<file path="config.mk">
export PLATFORM = sky130hd
export DESIGN_NAME = mult_div_unit
export DESIGN_NICKNAME = d
export VERILOG_FILES = /design/src/rtl/mult_div_unit.sv
export SDC_FILE = /design/constraint.sdc
export NUM_CORES = 1
export LEC_CHECK = 0
export CAP_MARGIN = 0
export CORE_UTILIZATION = 40
export DETAILED_ROUTE_END_ITERATION = 12
export DONT_BUFFER_PORTS = 1
export PLACE_DENSITY = 0.6
export REMOVE_ABC_BUFFERS = 1
export SYNTH_ARGS = -nofsm -noshare
export SYNTH_HDL_FRONTEND = slang
export SYNTH_SLANG_ARGS = --single-unit
</file>
<file path="constraint.sdc">
create_clock -name clock -period 17.45 [get_ports clock]
set_input_delay 3.49 -clock clock [delete_from_list [all_inputs] [get_ports clock]]
set_output_delay 3.49 -clock clock [all_outputs]
set_load 0.05 [all_outputs]
</file>
<file path="src/rtl/mult_div_unit.sv">
// mult_div_unit: iterative mult/multu/div/divu (one bit per cycle) with architectural HI/LO registers.
module mult_div_unit #(
    parameter int WIDTH = 32
) (
    input  logic             clock,
    input  logic             reset_l,
    input  logic             start,
    input  logic [1:0]       op,
    input  logic [WIDTH-1:0] a,
    input  logic [WIDTH-1:0] b,
    input  logic             wr_hi,
    input  logic             wr_lo,
    input  logic [WIDTH-1:0] wr_data,
    output logic             busy,
    output logic             done,
    output logic             div_zero,
    output logic [WIDTH-1:0] hi,
    output logic [WIDTH-1:0] lo
);
    localparam int CW = $clog2(WIDTH);
    typedef enum logic [1:0] {IDLE, CALC, FINISH} state_t;
    state_t state, next;
    logic [CW-1:0] cnt;
    logic [1:0] op_q;
    logic [WIDTH:0] acc_hi, term, sum, shl, trial, nhi;
    logic [WIDTH-1:0] acc_lo, m_q, nlo, a_mag, b_mag, res_hi, res_lo;
    logic qm1, neg_q, neg_r, dz_q, accept, dz_start, last, sgn, ok;
    assign accept   = start && state != CALC;
    assign dz_start = accept && op[1] && b == '0;
    assign last     = state == CALC && cnt == CW'(WIDTH - 1);
    assign busy     = state == CALC;
    assign done     = state == FINISH;
    assign div_zero = done && dz_q;
    assign a_mag    = (op == 2'b10 && a[WIDTH-1]) ? -a : a;
    assign b_mag    = (op == 2'b10 && b[WIDTH-1]) ? -b : b;
    always_ff @(posedge clock or negedge reset_l) begin
        if (!reset_l) state <= IDLE;
        else          state <= next;
    end
    always_comb begin
        next = accept ? (dz_start ? FINISH : CALC) : (state == CALC ? (last ? FINISH : CALC) : IDLE);
    end
    // Multiply: Booth (signed) or plain shift-add on a WIDTH+1 upper half so the add never overflows.
    // Divide: restoring step on magnitudes; signs are reapplied to the final step's outputs.
    always_comb begin
        sgn    = !op_q[0];
        term   = sgn ? ((acc_lo[0] && !qm1) ? -{m_q[WIDTH-1], m_q} :
                        (!acc_lo[0] && qm1) ? {m_q[WIDTH-1], m_q} : '0)
                     : (acc_lo[0] ? {1'b0, m_q} : '0);
        sum    = acc_hi + term;
        shl    = {acc_hi[WIDTH-1:0], acc_lo[WIDTH-1]};
        trial  = shl - {1'b0, m_q};
        ok     = !trial[WIDTH];
        nhi    = op_q[1] ? (ok ? trial : shl) : {sgn & sum[WIDTH], sum[WIDTH:1]};
        nlo    = op_q[1] ? {acc_lo[WIDTH-2:0], ok} : {sum[0], acc_lo[WIDTH-1:1]};
        res_lo = (op_q[1] && neg_q) ? -nlo : nlo;
        res_hi = (op_q[1] && neg_r) ? -nhi[WIDTH-1:0] : nhi[WIDTH-1:0];
    end
    always_ff @(posedge clock or negedge reset_l) begin
        if (!reset_l) begin
            cnt    <= '0;
            op_q   <= '0;
            acc_hi <= '0;
            acc_lo <= '0;
            m_q    <= '0;
            qm1    <= 1'b0;
            neg_q  <= 1'b0;
            neg_r  <= 1'b0;
            dz_q   <= 1'b0;
            hi     <= '0;
            lo     <= '0;
        end else begin
            if (accept) begin
                cnt    <= '0;
                op_q   <= op;
                acc_hi <= '0;
                acc_lo <= op[1] ? a_mag : b;
                m_q    <= op[1] ? b_mag : a;
                qm1    <= 1'b0;
                neg_q  <= op == 2'b10 && (a[WIDTH-1] ^ b[WIDTH-1]);
                neg_r  <= op == 2'b10 && a[WIDTH-1];
                dz_q   <= dz_start;
            end else if (busy) begin
                cnt    <= cnt + 1'b1;
                acc_hi <= nhi;
                acc_lo <= nlo;
                qm1    <= acc_lo[0];
            end
            if (last) begin
                hi <= res_hi;
                lo <= res_lo;
            end else if (!busy) begin
                if (wr_hi) hi <= wr_data;
                if (wr_lo) lo <= wr_data;
            end
        end
    end
endmodule

</file>
; ---- Word level (Yosys, flattened, before mapping)
; Index checks and enable logic that the tools add are counted.
[totals]
reg_bits = 174
output_inout_bits = 67
elab_cells = 81
[classes]
addsub = 8
eq_ne = 6
muxes = 31
n_bitwise = 2
reduce_logical = 22
[ops]
columns = cell, count
row1 = $mux W32, 16
row2 = $mux W33, 7
row3 = $neg A32 Y32, 4
row4 = $add A33 B33 Y33, 1
row5 = $neg A33 Y33, 1
row6 = $sub A33 B32 Y33, 1
row7 = $logic_not A32 Y1, 1
row8 = $logic_and A1 B1 Y1, 12
row9 = $mux W5, 2
row10 = $mux W2, 4
row11 = $reduce_bool A2 Y1, 3
row12 = $add A5 B1 Y5 const B, 1
row13 = $eq A5 B5 Y1 const B, 1
row14 = $eq A2 B2 Y1 const B, 2
row15 = $logic_not A1 Y1, 4
row16 = $ne A2 B1 Y1 const B, 2
row17 = $reduce_and A2 Y1, 2
row18 = $eq A2 B1 Y1 const B, 1
row19 = $mux W1, 2
row20 = $and A1 B1 Y1, 1
row21 = $xor A1 B1 Y1, 1

; ---- Logic depth before layout (Yosys ltp)
[logic_depth]
ltp_word = 11
mapped_depth = 27
ltp_nobuf = 25

; ---- Worst setup path after synthesis
; OpenSTA, ideal clock, no wires.
[synth_timing]
path_type = in2reg
start = in a[1]
end = reg acc_lo[29]
setup_time_ns = 0.083
arrival_time_ns = 6.074
t_required_ns = 17.367
setup_slack_ns = 11.293
cell_stages = 10
path_buffers = 0
path_cell_list = or4_1 > or3_1 > or4_1 > nor4_1 > and2_1 > a31oi_1 > xnor2_1 > a211oi_1 > o21ai_0 > o21ai_0
[synth_via]
elab_chain_cells = 4
[synth_rtl]
columns = element, line
row1 = from (decl), 9  ; input logic [WIDTH-1:0] a,
row2 = $neg A32 Y32, 34  ; assign a_mag = (op == 2'b10 && a[WIDTH-1]) ? -a : a;
row3 = $mux W32, 34
row4 = $mux W32, 77  ; acc_lo <= op[1] ? a_mag : b;
row5 = $mux W32, 73  ; if (accept) begin
row6 = to (signal assigned), 77
row7 = to (signal assigned), 86  ; acc_lo <= nlo;
row8 = to (decl), 26  ; logic [WIDTH-1:0] acc_lo, m_q, nlo, a_mag, b_mag, res_hi, res_lo;
; No other way between the ends.
; A chain may end at the register's enable or synchronous reset.

; ---- Worst setup path after layout
[layout_timing]
start = reg m_q[7]
end = reg lo[28]
[layout_via]
elab_chain_cells = 6
[layout_rtl]
columns = element, line
row1 = from (decl), 26
row2 = from (signal assigned), 78  ; m_q <= op[1] ? b_mag : a;
row3 = $sub A33 B32 Y33, 52  ; trial = shl - {1'b0, m_q};
row4 = $logic_not A1 Y1, 53  ; ok = !trial[WIDTH];
row5 = $mux W32, 55  ; nlo = op_q[1] ? {acc_lo[WIDTH-2:0], ok} : {sum[0], acc_lo[WIDTH-1:1]};
row6 = $neg A32 Y32, 56  ; res_lo = (op_q[1] && neg_q) ? -nlo : nlo;
row7 = $mux W32, 56
row8 = $mux W32, 89  ; if (last) begin
row9 = to (signal assigned), 91  ; lo <= res_lo;
row10 = to (signal assigned), 94  ; if (wr_lo) lo <= wr_data;
row11 = to (decl), 18  ; output logic [WIDTH-1:0] lo
; No other way between the ends.

==> out/metrics.yaml <==
status: "complete, no violations"
r2r_setup_slack_ps: 9950
cts_hold_buf: 0
cts_setup_buffers: 0
finalCriticalPeriod_ps: 7495
yosysUniqueCellTypes: 82
r2r-start: "m_q[7]"
overflow: 0
worst_r2r_endpoint: "lo[28]"
core-area_um2: 41020
crit_end: "lo[28]"
die_h_um: 206.5
gp_congestion: 0.9672
grtUsageTotal: 0.2909
worst_slew_pin_slew_ps: 1115
final_nets: 2303
r2r_cells: 26
syn_inst: 2232
postSynthAreaPerCell_um2: 7.494
synth-seq-cells: 174
synthArstFlopShare: 1.000
grt_pass1_vias: 15900
drt_iter0_drc: 1414
crit_arrival_ps: 7820
place_hpwl_mm: 47.59
vias: 16950
clk_latency_ps: 470
port-buffer-count: 0
antenna_found_initial: 0
grt_max_degree: 175
wirelength_mm: 62.27
synth_area_leaders: "dfrtp_1, o21ai_0, ha_1"
area_growth_pct: 4.974
synth_most_common_cell: "o21ai_0"
ys_warn_count: 0
ctsLongestPathBuffers: 2
max_slew_margin: 0.2546
synth.yosys.seq_area_share: 0.2603
criticalPathCategory: "register to register"
wl_per_cell_um: 23.37
final.setup_skew_ps: 12.64
cts_sinks: 174
worstPathRequired_ps: 17780
fp.dieW_um: 206.5
final.setup.tns_ps: 0
synth.top_cell.area_share: 0.2603
fp-row-count: 74
post-place-ws_ps: 10060
crit_path_frequent_cell: "o21ai_0"
critPathMaxStageDelay_ps: 660
nFillCells: 4171
ys_top_cells_by_count: "o21ai_0, nand2_1, nor2_1, a21oi_1, dfrtp_1"
initial_core_util: 0.4078
cap_violations: 0
io_pins: 170
min_path_type: "register to register"
cpMaxStageDelayCell: "nor4_1"
setup_ws_ps: 9955
root_buffer: "clkbuf_16"
synthFlopType: "dfrtp_1"
cp-end-kind: "register"
cts_buffers: 17
die-area_um2: 42640
syn_area_um2: 16730
dr.pass1.iters: 5
startpoint: "m_q[7]"
cts_resized: 0
via_per_inst: 6.362
yosys.area.top_type: "dfrtp_1"
grt_pass1_wl_mm: 94.82
grt_setup_unrepaired: "false"
cts_max_level: 4
crit_fanout: 34
setup_viol_count_final: 0
ant_nets: 0
cts_tree: "yes"
diodes: 0
multi_input_area_um2: 11510
drv_slew: 0
start_kind: "register"
drc_errors: 0
fmax_mhz: 133.4
seq_area_um2: 4359
path_clk_slew_ps: 70
synth_edf_count: 0
finalHoldViolCount: 0
fin_crit_sh: 0.4295
drive_above_1_share: 0.04831
==> cell families (layout without fill, tap and decap cells) <==
logic type	Yosys count	after routing	share of synthesized area
compound gates	842	842	0.3166
simple gates	718	718	0.2041
buf+inv	227	127	0.05236
flops	174	174	0.2603
xor+xnor	131	131	0.06859
fa+ha+maj	81	81	0.06149
mux	59	59	0.03650
==> final cells by class <==
cell class	instances	area share
clock buffers	19	0.02465
multi-input cells	1831	0.6556
clock inverters	13	0.007411
inverters	71	0.01518
flip-flops and latches	174	0.2483
repair buffers	24	0.01097
well taps	532	0.03791
==> metal layers <==
layer | part of all wire | wire length (µm) | vias up | track usage
met5 | 0 | 0 | - | 0
met4 | 0.021 | 1310 | 0 | 0.08009
met3 | 0.072 | 4494 | 68 | 0.04998
met2 | 0.46 | 28420 | 660 | 0.4630
met1 | 0.45 | 28050 | 8190 | 0.4025
li1 | - | - | 8031 | -
==> registers in the layout, summed over array words and instances, names as in the netlist <==
register / cells
hi: 32
qm1: 1
op_q: 2
acc_lo: 32
state: 2
acc_hi: 33
dz_q: 1
neg_r: 1
neg_q: 1
lo: 32
cnt: 5
m_q: 32
==> stage by stage <==
step | hold WS, ps | utilization | instances | area (µm²)
after CTS | 517.9 | 0.4281 | 2664 | 17560
final | 508.9 | 0.4281 | 2664 | 17560
after floorplan | 438.4 | - | 2076 | 16120
after global routing | 536.8 | 0.4281 | 2664 | 17560
after global placement | 464.4 | 0.4144 | 2632 | 17000
after detailed placement | 509.3 | 0.4144 | 2632 | 17000
==> worst max-delay path, delay by kind of cell (launching register included) <==
kind                     cells  cell delay, ps
buffers and inverters        5            1080
AO/OA/AOI/OAI               10            2460
flip-flops                   1             450
XOR/XNOR                     1             230
adder cells (fa/ha/maj)      3             870
AND/OR/NAND/NOR              7            2210
==> worst min-delay path by stage <==
stage,from,to,slack (ps),cells past startpoint
floorplan,dz_q,dz_q,440,2
global placement,dz_q,dz_q,460,2
detailed placement,m_q[0],m_q[0],510,2
CTS,cnt[2],cnt[2],520,1
global route,dz_q,dz_q,540,2
finish,cnt[2],cnt[2],510,1
==> layout by cell type, fill, tap and decap left out, types with 35 or more instances in the layout <==
master    synthesis  layout
a211oi_1         54      54
a21oi_1         176     176
a22oi_1          77      77
dfrtp_1         174     172
ha_1             79      79
inv_1            69      69
mux2i_1          43      43
nand2_1         224     222
nand3_1          81      81
nor2_1          182     179
nor3_1           52      52
o211ai_1         46      46
o21ai_0         278     278
or3_1            35      35
xnor2_1          67      67
xor2_1           64      64
Power is not shown: default switching activity piles up to over one toggle a cycle in this logic, so the estimate is an artifact.
